## src/rtl/apuf_ctrl_pkg.sv

```systemverilog
// Shared types and constants for the arbiter-PUF evaluation controller.
package apuf_ctrl_pkg;

  typedef enum logic [2:0] {
    ST_IDLE    = 3'd0,
    ST_SETUP   = 3'd1,
    ST_FIRE    = 3'd2,
    ST_CAPTURE = 3'd3,
    ST_RELAX   = 3'd4,
    ST_DONE    = 3'd5
  } apuf_state_e;

  // Fibonacci LFSR: taps 64,63,61,60 map to bits 63,62,60,59.
  localparam logic [63:0] LFSR_SEED = 64'h0000_0000_0000_0001;
  localparam logic [63:0] LFSR_TAPS = 64'hD800_0000_0000_0000;

  // Ones count must exceed this value for a majority-1 response.
  function automatic int maj_thresh(input int n_eval);
    return n_eval / 2;
  endfunction

endpackage

```

## src/rtl/apuf_cyc_timer.sv

```systemverilog
// Loadable down-counter; expired is high once the count has reached zero.
module apuf_cyc_timer #(
  parameter int W = 8
) (
  input  logic         clk,
  input  logic         rst,
  input  logic         load,
  input  logic [W-1:0] load_val,
  output logic         expired
);

  logic [W-1:0] cnt_q, cnt_d;

  // Load takes priority; otherwise count down and park at zero.
  always_comb begin
    cnt_d = cnt_q;
    if (load) begin
      cnt_d = load_val;
    end else if (cnt_q != '0) begin
      cnt_d = cnt_q - W'(1);
    end
  end

  // Count register.
  always_ff @(posedge clk) begin
    if (rst) begin
      cnt_q <= '0;
    end else begin
      cnt_q <= cnt_d;
    end
  end

  assign expired = (cnt_q == '0);

endmodule

```

## src/rtl/apuf_eval_ctrl.sv

```systemverilog
// Arbiter-PUF evaluation sequencer: fires the PUF N_EVAL times per challenge
// and returns the majority bit plus the raw ones count.
// Optional macro CHAL_LFSR_EN adds auto_mode and an on-chip challenge LFSR.
//
// state   | meaning
// --------+--------------------------------------------------------------
// IDLE    | ready for a challenge, PUF unpowered
// SETUP   | challenge applied, vcc on, settling before first trigger
// FIRE    | trigger high, waiting for respReady (watchdog running)
// CAPTURE | accumulate the sampled bit, drop trigger
// RELAX   | settle time and wait for respReady low (watchdog running)
// DONE    | result presented until the host takes it
module apuf_eval_ctrl
  import apuf_ctrl_pkg::*;
#(
  parameter int CHAL_W      = 64,
  parameter int N_EVAL      = 15,
  parameter int CNT_W       = 8,
  parameter int SETTLE_CYC  = 4,
  parameter int TIMEOUT_CYC = 64
) (
  input  logic              clk,
  input  logic              rst,
`ifdef CHAL_LFSR_EN
  input  logic              auto_mode,
`endif
  input  logic              start_valid,
  output logic              start_ready,
  input  logic [CHAL_W-1:0] chal_in,
  output logic [CHAL_W-1:0] c,
  output logic              vcc,
  output logic              tigSignal,
  input  logic              respReady,
  input  logic              respBit,
  output logic              resp_valid,
  input  logic              resp_ready,
  output logic              resp_bit,
  output logic [CNT_W-1:0]  ones_cnt,
  output logic              timeout_err
);

  localparam int TMR_MAX = (SETTLE_CYC > TIMEOUT_CYC) ? SETTLE_CYC : TIMEOUT_CYC;
  localparam int TMR_W   = $clog2(TMR_MAX + 1);

  apuf_state_e       state_q, state_d;
  logic [CHAL_W-1:0] c_q, c_d;
  logic              vcc_q, vcc_d;
  logic              tig_q, tig_d;
  logic              start_ready_q, start_ready_d;
  logic              resp_valid_q, resp_valid_d;
  logic              resp_bit_q, resp_bit_d;
  logic [CNT_W-1:0]  ones_cnt_q, ones_cnt_d;
  logic [CNT_W-1:0]  eval_cnt_q, eval_cnt_d;
  logic              timeout_err_q, timeout_err_d;
  logic              cap_bit_q, cap_bit_d;

  logic              settle_load, settle_exp;
  logic              wd_load, wd_exp;
  logic              go;
  logic [CHAL_W-1:0] chal_sel;

`ifdef CHAL_LFSR_EN
  logic [CHAL_W-1:0] lfsr_q, lfsr_d;
  logic              lfsr_fb;

  // Auto mode self-starts from the LFSR and ignores the host challenge.
  always_comb begin
    lfsr_fb  = ^(lfsr_q & LFSR_TAPS[CHAL_W-1:0]);
    go       = auto_mode | (start_valid & start_ready_q);
    chal_sel = auto_mode ? lfsr_q : chal_in;
    lfsr_d   = lfsr_q;
    if (state_q == ST_IDLE && auto_mode) begin
      lfsr_d = {lfsr_q[CHAL_W-2:0], lfsr_fb};
    end
  end

  // LFSR register.
  always_ff @(posedge clk) begin
    if (rst) begin
      lfsr_q <= LFSR_SEED[CHAL_W-1:0];
    end else begin
      lfsr_q <= lfsr_d;
    end
  end
`else
  // Host-started transactions only.
  always_comb begin
    go       = start_valid & start_ready_q;
    chal_sel = chal_in;
  end
`endif

  // Settle timer covers SETUP and the minimum RELAX time.
  apuf_cyc_timer #(.W(TMR_W)) u_settle_tmr (
    .clk      (clk),
    .rst      (rst),
    .load     (settle_load),
    .load_val (TMR_W'(SETTLE_CYC - 1)),
    .expired  (settle_exp)
  );

  // Watchdog bounds both the wait for respReady and the wait for it to fall.
  apuf_cyc_timer #(.W(TMR_W)) u_wd_tmr (
    .clk      (clk),
    .rst      (rst),
    .load     (wd_load),
    .load_val (TMR_W'(TIMEOUT_CYC - 1)),
    .expired  (wd_exp)
  );

  // Next-state and registered-output logic.
  always_comb begin
    state_d       = state_q;
    c_d           = c_q;
    resp_valid_d  = resp_valid_q;
    resp_bit_d    = resp_bit_q;
    ones_cnt_d    = ones_cnt_q;
    eval_cnt_d    = eval_cnt_q;
    timeout_err_d = timeout_err_q;
    cap_bit_d     = cap_bit_q;
    settle_load   = 1'b0;
    wd_load       = 1'b0;

    case (state_q)
      ST_IDLE: begin
        if (go) begin
          c_d           = chal_sel;
          ones_cnt_d    = '0;
          eval_cnt_d    = '0;
          timeout_err_d = 1'b0;
          settle_load   = 1'b1;
          state_d       = ST_SETUP;
        end
      end
      ST_SETUP: begin
        if (settle_exp) begin
          wd_load = 1'b1;
          state_d = ST_FIRE;
        end
      end
      ST_FIRE: begin
        // RELAX guarantees respReady was low, so a high level here is fresh.
        if (respReady) begin
          cap_bit_d = respBit;
          state_d   = ST_CAPTURE;
        end else if (wd_exp) begin
          timeout_err_d = 1'b1;
          resp_bit_d    = 1'b0;
          resp_valid_d  = 1'b1;
          state_d       = ST_DONE;
        end
      end
      ST_CAPTURE: begin
        ones_cnt_d  = ones_cnt_q + CNT_W'(cap_bit_q);
        eval_cnt_d  = eval_cnt_q + CNT_W'(1);
        settle_load = 1'b1;
        wd_load     = 1'b1;
        state_d     = ST_RELAX;
      end
      ST_RELAX: begin
        if (settle_exp && !respReady) begin
          if (eval_cnt_q == CNT_W'(N_EVAL)) begin
            resp_valid_d = 1'b1;
            resp_bit_d   = (ones_cnt_q > CNT_W'(maj_thresh(N_EVAL)));
            state_d      = ST_DONE;
          end else begin
            wd_load = 1'b1;
            state_d = ST_FIRE;
          end
        end else if (wd_exp && respReady) begin
          timeout_err_d = 1'b1;
          resp_bit_d    = 1'b0;
          resp_valid_d  = 1'b1;
          state_d       = ST_DONE;
        end
      end
      ST_DONE: begin
        if (resp_valid_q && resp_ready) begin
          resp_valid_d = 1'b0;
          state_d      = ST_IDLE;
        end
      end
      default: begin
        state_d = ST_IDLE;
      end
    endcase

    // Registered so the PUF sees these aligned with the state they belong to.
    vcc_d         = (state_d != ST_IDLE);
    tig_d         = (state_d == ST_FIRE);
    start_ready_d = (state_d == ST_IDLE);
  end

  // State and output registers.
  always_ff @(posedge clk) begin
    if (rst) begin
      state_q       <= ST_IDLE;
      c_q           <= '0;
      vcc_q         <= 1'b0;
      tig_q         <= 1'b0;
      start_ready_q <= 1'b1;
      resp_valid_q  <= 1'b0;
      resp_bit_q    <= 1'b0;
      ones_cnt_q    <= '0;
      eval_cnt_q    <= '0;
      timeout_err_q <= 1'b0;
      cap_bit_q     <= 1'b0;
    end else begin
      state_q       <= state_d;
      c_q           <= c_d;
      vcc_q         <= vcc_d;
      tig_q         <= tig_d;
      start_ready_q <= start_ready_d;
      resp_valid_q  <= resp_valid_d;
      resp_bit_q    <= resp_bit_d;
      ones_cnt_q    <= ones_cnt_d;
      eval_cnt_q    <= eval_cnt_d;
      timeout_err_q <= timeout_err_d;
      cap_bit_q     <= cap_bit_d;
    end
  end

  assign c           = c_q;
  assign vcc         = vcc_q;
  assign tigSignal   = tig_q;
  assign start_ready = start_ready_q;
  assign resp_valid  = resp_valid_q;
  assign resp_bit    = resp_bit_q;
  assign ones_cnt    = ones_cnt_q;
  assign timeout_err = timeout_err_q;

endmodule

```

## config.mk

```make
export PLATFORM = sky130hd
export DESIGN_NAME = apuf_eval_ctrl
export DESIGN_NICKNAME = d
export VERILOG_FILES = /design/src/rtl/apuf_ctrl_pkg.sv /design/src/rtl/apuf_cyc_timer.sv /design/src/rtl/apuf_eval_ctrl.sv
export SDC_FILE = /design/constraint.sdc
export NUM_CORES = 1
export LEC_CHECK = 0
export ABC_AREA = 0
export BUFFER_PORTS_ARGS = -buffer_cell sky130_fd_sc_hd__buf_2
export CORE_ASPECT_RATIO = 0.5
export CORE_UTILIZATION = 45
export DETAILED_ROUTE_END_ITERATION = 7
export PLACE_DENSITY = 0.74
export SLEW_MARGIN = 20
export SYNTH_ARGS = -nofsm -noshare
export SYNTH_HDL_FRONTEND = slang
export SYNTH_SLANG_ARGS = --single-unit
```

## constraint.sdc

```tcl
create_clock -name clk -period 2.3 [get_ports clk]
set_input_delay 0.23 -clock clk [delete_from_list [all_inputs] [get_ports clk]]
set_output_delay 0.23 -clock clk [all_outputs]
set_load 0.02 [all_outputs]
```

==> key figures, run 1 <==
Run status
  • Status: complete, no violations

Route
  • Vias per inst: 5.00
  • Routed WL: 9.72 mm
  • Post-DR wirelength/cell: around 13 um
  • First-pass DRT Iterations: 4
  • Detail Route Antenna Nets: 0
  • DRC viols: 0
  • Total vias in the final route: 3847
  • DRC violation total after the first TritonRoute iteration: 240

Clock tree
  • Num CTS Buffers: 9
  • Setup Buffers After CTS: 0
  • Post-CTS Hold Buffers: 0
  • Worst skew pair latency: 0.34 ns
  • CTS sink count: around 100
  • CTS tree: built
  • Worst-path clk slew: 0.07 ns
  • CTS root buf: clkbuf_16
  • CTS max path bufs: 2
  • H-Tree Depth: 3
  • Resize count post-CTS: 0

Die
  • Starting Density: 0.468
  • Row count: 24
  • Die area: 0.00953 mm^2
  • Core Region: 0.00877 mm^2
  • Die height: 69.5 um
  • Die Wd: 137 um
  • I/O pins: 148

Hold path
  • HP Class: input pin to flop
  • Worst Hold End: c[43]
  • Min-delay src: chal_in[43]
  • Hold-critical path depth: 3

Synthesis
  • #FFs+latches synth: 104
  • Synth Area in Simple Gates: 0.257
  • Post-Syn Nets: 583
  • Post-synth EDFFs: 0
  • Multiplexer share of the synthesized area: 0.0183
  • Synth Area in XOR/XNOR: 0.0171
  • Top area cells in the synthesized netlist: dfxtp_1, nand2_1, a21oi_1, nor2_1, clkbuf_1
  • Fraction of registers with async set or reset after synthesis: 0
  • Post-Syn Area: slightly above 0.004 mm^2
  • Post-synth top area share: 0.507
  • Synthesis warning total: 0
  • Largest family of logic cells by synthesized area: simple AND/OR/NAND/NOR gates
  • Netlist cell types: 46
  • Yosys top cell by area: dfxtp_1
  • Post-Synth Adder-Cell Area: 0.0152
  • Mapped Avg Cell Area: 8.08 um^2
  • Syn Inst Count: approximately 510
  • Compound-Gate Fraction of Synth Area: 0.152
  • Synth Flop Type: dfxtp_1
  • Seq/Total Area, Yosys: 0.507

Timing
  • Slew Limit Fails: 0
  • Final period utilization: 0.963
  • Least-Margin Pin Slew: 0.686 ns
  • Slew HR: 0.543
  • Worst Slack Setup Final: 0.0843 ns
  • RSZ-0062 raised after global routing: no
  • Fin crit period: 2.22 ns
  • Final clock skew: roughly 0.0095 ns
  • Setup TNS: 0 ns
  • Hold_ws: 0.119 ns
  • Peak Freq: about 450 MHz
  • Final setup viols: 0
  • Hold Violations, Final: 0

Setup path
  • CP arrival: 2.44 ns
  • Critical Path Start: u_settle_tmr.cnt_q[0]
  • RR Endpoint: vcc
  • Setup CP Type: flop to flop
  • Worst Setup End Kind: flop
  • Worst reg2reg path depth: 7
  • Startpoint types: flop
  • Critical R2R Launch: u_settle_tmr.cnt_q[0]
  • Critical Path Fanout Max: 3
  • WP data required: 2.53 ns
  • R2R Setup Slk: around 0.084 ns

Cells and area
  • Layout cells sized above 1: 0.285
  • Filler cell count in the final layout: 817
  • Final instance area: roughly 0.0053 mm^2
  • Most common cell after layout, fill and taps aside: nand2_1
  • Final net count: 722
  • Area grow syn2layout: 29.2%
  • Antenna cells: 0
  • Most frequent cells in the layout: nand2_1, buf_2, dfxtp_1, a21oi_1, nor2_1

Place
  • Placed Area: 0.00497 mm^2
  • Detail Placement HPWL: around 6.7 mm
  • Pre-CTS WS: between 0.1 and 0.15 ns
  • Port Buffers: ~150
  • Gpl congestion: roughly 0.80

Power and ir drop
  • Leakage Power: 2.33 nW
  • Max VDD drop: 0.675 mV
  • Cell area power density: 1210 mW/mm^2

Global route
  • Total gr overflow: 0
  • GRT Util Overall: 0.211
  • Largest net degree at the start of global routing: 68
  • First-pass GRT wire length: 16.0 mm
  • Vias in the first global route: 3584
  • Initial antenna violation count: 0

Run
  • Max-cap viol count: 0
-- critical path, stage by stage, from the launching register on --
cell	delay [ns]
dfxtp_1	0.30
inv_1	0.08
ha_1	0.20
or3b_4	0.40
or4_4	0.44
a32oi_2	0.21
o211ai_1	0.15
a211o_1	0.31
-- through the flow --
stage | power (mW) | utilization | cells
final | 6.43 | 0.604 | 769
after global routing | 6.83 | 0.604 | 769
after CTS | 6.47 | 0.604 | 769
after detailed placement | 4.80 | 0.567 | 753
after global placement | 4.73 | 0.567 | 753
after floorplan | 4.09 | - | 508
-- synthesized netlist by cell type, types with 2 or more instances --
cell type / number
nand2_1: 154
dfxtp_1: 104
a21oi_1: 82
nor2_1: 31
clkbuf_1: 23
nand3_1: 16
nor3_1: 7
xnor2_1: 7
inv_1: 6
nor4_1: 6
o21ai_0: 6
ha_1: 5
a311oi_1: 4
buf_1: 4
mux2_2: 4
nand2b_1: 4
nand3b_1: 4
or3_1: 4
a31oi_1: 3
mux2i_1: 3
and2_1: 2
buf_2: 2
nor2b_1: 2
or3b_4: 2
or4_1: 2
-- registers in the layout, indices dropped and copies added, names as in the netlist --
signal	count
c	64
cap_bit_q	1
eval_cnt_q	8
ones_cnt	8
resp_bit	1
resp_valid	1
start_ready	1
state_q	3
tigSignal	1
timeout_err	1
u_settle_tmr.cnt_q	7
u_wd_tmr.cnt_q	7
vcc	1
-- worst max-delay path by stage --
| stage | slack (ns) | endpoint | cells after the start |
|---|---|---|---|
| floorplan | 0.22 | vcc | 7 |
| global placement | 0.15 | vcc | 7 |
| detailed placement | 0.10 | vcc | 7 |
| CTS | 0.09 | vcc | 7 |
| global route | 0.02 | vcc | 7 |
| finish | 0.08 | vcc | 7 |
-- routing by layer --
layer | track usage | routed length (um) | up-vias
met5 | 0 | 0 | -
met2 | 0.377 | 4620 | 103
met4 | 0.0488 | 83 | 0
met1 | 0.249 | 4440 | 1747
li1 | - | - | 1991
met3 | 0.0585 | 569 | 6
-- layout make-up --
class	count	area, um^2	share of cell area
inverters	6	22.5	0.00425
repair buffers	157	823	0.155
multi-input cells	369	1890	0.357
flip-flops and latches	104	2080	0.393
clock buffers	11	253	0.0477
clock inverters	5	78.8	0.0149
well taps	117	146	0.0276
-- cell families (layout without fill, tap and decap cells) --
group,after synthesis,after routing
flops,104,104
buf+inv,35,179
compound gates,109,109
xor+xnor,8,8
mux,7,7
fa+ha+maj,5,5
simple gates,240,240
-- report_power, final --
| group | internal, mW | switching (mW) | total (mW) |
|---|---|---|---|
| combinational | 0.899 | 1.46 | 2.36 |
| sequential | 2.17 | 0.234 | 2.40 |
| clock | 1.01 | 0.655 | 1.67 |
(Power assumes the default switching activity.)
==> inputs of run 2 (changes only) <==
CORE_UTILIZATION = 49   (was 45)
PLACE_DENSITY = 0.79   (was 0.74)
==> key figures, run 2 (synthesis results as in run 1) <==
Route
  • Post-DR wirelength/cell: 12.8 um
  • DRC violation total after the first TritonRoute iteration: 207
  • Detail Route Antenna Nets: 0
  • DRC viols: 0
  • Total vias in the final route: 3864
  • Vias per inst: 5.04
  • Routed WL: 9.81 mm
  • First-pass DRT Iterations: 4

Power and ir drop
  • Cell area power density: 1210 mW/mm^2
  • Leakage Power: 2.33 nW
  • Power, Total: roughly 6.4 mW
  • Max VDD drop: 0.642 mV

Clock tree
  • CTS max path bufs: 2
  • Post-CTS Hold Buffers: 0
  • Num CTS Buffers: 9
  • CTS tree: built
  • Worst-path clk slew: 0.07 ns
  • CTS sink count: 104
  • Setup Buffers After CTS: 0
  • CTS root buf: clkbuf_16
  • H-Tree Depth: 3
  • Worst skew pair latency: 0.34 ns

Cells and area
  • Reg area: ~0.0021 mm^2
  • Layout cells sized above 1: 0.287
  • Area grow syn2layout: 29.4%
  • Most common cell after layout, fill and taps aside: nand2_1
  • Antenna cells: 0
  • Final net count: just over 700
  • Most frequent cells in the layout: nand2_1, buf_2, dfxtp_1, a21oi_1, nor2_1
  • Max FFs per register: 64
  • Filler cell count in the final layout: 704
  • Final instance area: 0.00531 mm^2
  • Non-filler cells, final: 767
  • Final core occ: 0.659
  • Area taken by multi-input logic gates: 0.00191 mm^2

Die
  • Starting Density: 0.509
  • I/O pins: 148
  • Core Region: 0.00806 mm^2
  • Die Wd: 131 um
  • Row count: 23
  • Die height: 66.7 um
  • Die area: just under 0.009 mm^2

Global route
  • Largest net degree at the start of global routing: just under 50
  • Total gr overflow: 0
  • First-pass GRT wire length: 15.5 mm
  • Initial antenna violation count: 0
  • GRT Util Overall: 0.222
  • Vias in the first global route: around 3500

Setup path
  • CP arrival: 2.46 ns
  • Worst reg2reg path depth: 7
  • Critical Path Start: u_settle_tmr.cnt_q[0]
  • RR Endpoint: vcc
  • Critical R2R Launch: u_settle_tmr.cnt_q[0]
  • WP data required: 2.53 ns
  • Setup CP Type: flop to flop
  • Critical Path Fanout Max: 3
  • Startpoint types: flop
  • Worst Setup End Kind: flop
  • R2R Setup Slk: 0.07 ns

Hold path
  • HP Class: input pin to flop
  • Min-delay src: chal_in[27]
  • Hold-critical path depth: 3
  • Worst Hold End: c[27]

Place
  • Placed Area: 0.00498 mm^2
  • Pre-CTS WS: 0.108 ns
  • Port Buffers: 147
  • Gpl congestion: 0.831
  • Placed insts: between 700 and 800
  • Detail Placement HPWL: 6.79 mm

Run
  • Max-cap viol count: 0

Timing
  • Hold Violations, Final: 0
  • Worst Slack Setup Final: slightly below 0.07 ns
  • Final clock skew: 0.00440 ns
  • Least-Margin Pin Slew: 0.494 ns
  • Slew Limit Fails: 0
  • Peak Freq: 448 MHz
  • Final period utilization: 0.971
  • Hold_ws: about 0.12 ns
  • RSZ-0062 raised after global routing: no
  • Fin crit period: 2.23 ns
  • Setup TNS: 0 ns
  • Final setup viols: 0
  • Slew HR: 0.671

Run status
  • Status: complete, no violations
==> run 2: changes by cell type in the layout (fill, tap and decap cells not counted), sizes merged <==
cell / delta
clkbuf: -1
clkinv: +1
buf: +3
==> run 2: worst max-delay path: stages (launching register included) <==
cell      delay (ns)
dfxtp_1         0.31
inv_1           0.09
ha_1            0.20
or3b_4          0.40
or4_4           0.44
a32oi_2         0.21
o211ai_1        0.15
a211o_1         0.31
==> run 2: worst max path at each step <==
| stage | to | slack, ns | depth (start not counted) |
|---|---|---|---|
| 2_1_floorplan | vcc | 0.22 | 7 |
| 3_3_place_gp | vcc | 0.16 | 7 |
| 3_5_place_dp | vcc | 0.11 | 7 |
| 4_1_cts | vcc | 0.08 | 7 |
| 5_1_grt | vcc | 0.02 | 7 |
| 6_report | vcc | 0.07 | 7 |
==> run 2: power breakdown <==
group / internal, mW / total, mW / leakage [nW] / switching (mW)
combinational: 0.922 / 2.40 / 1.33 / 1.48
clock: 0.950 / 1.61 / 0.156 / 0.660
sequential: 2.17 / 2.40 / 0.850 / 0.231
total: 4.04 / 6.41 / 2.33 / 2.37
==> run 2: layer usage <==
metal / share of wire / GRT usage
met4: 0.018 / 0.0887
met2: 0.48 / 0.392
met5: 0 / 0
met3: 0.051 / 0.0632
met1: 0.45 / 0.259
==> run 2: area by class of cell <==
| class | instances | area share |
|---|---|---|
| inverters | 6 | 0.00424 |
| repair buffers | 160 | 0.159 |
| well taps | 112 | 0.0264 |
| multi-input cells | 369 | 0.359 |
| clock inverters | 6 | 0.0158 |
| clock buffers | 10 | 0.0431 |
| flip-flops and latches | 104 | 0.392 |
==> run 2: timing repair <==
item | 4_1_cts | 5_1_grt
endpoints found under the setup margin | 0 | 1
resized for setup | 0 | 1
hold endpoints to repair | 0 | 0
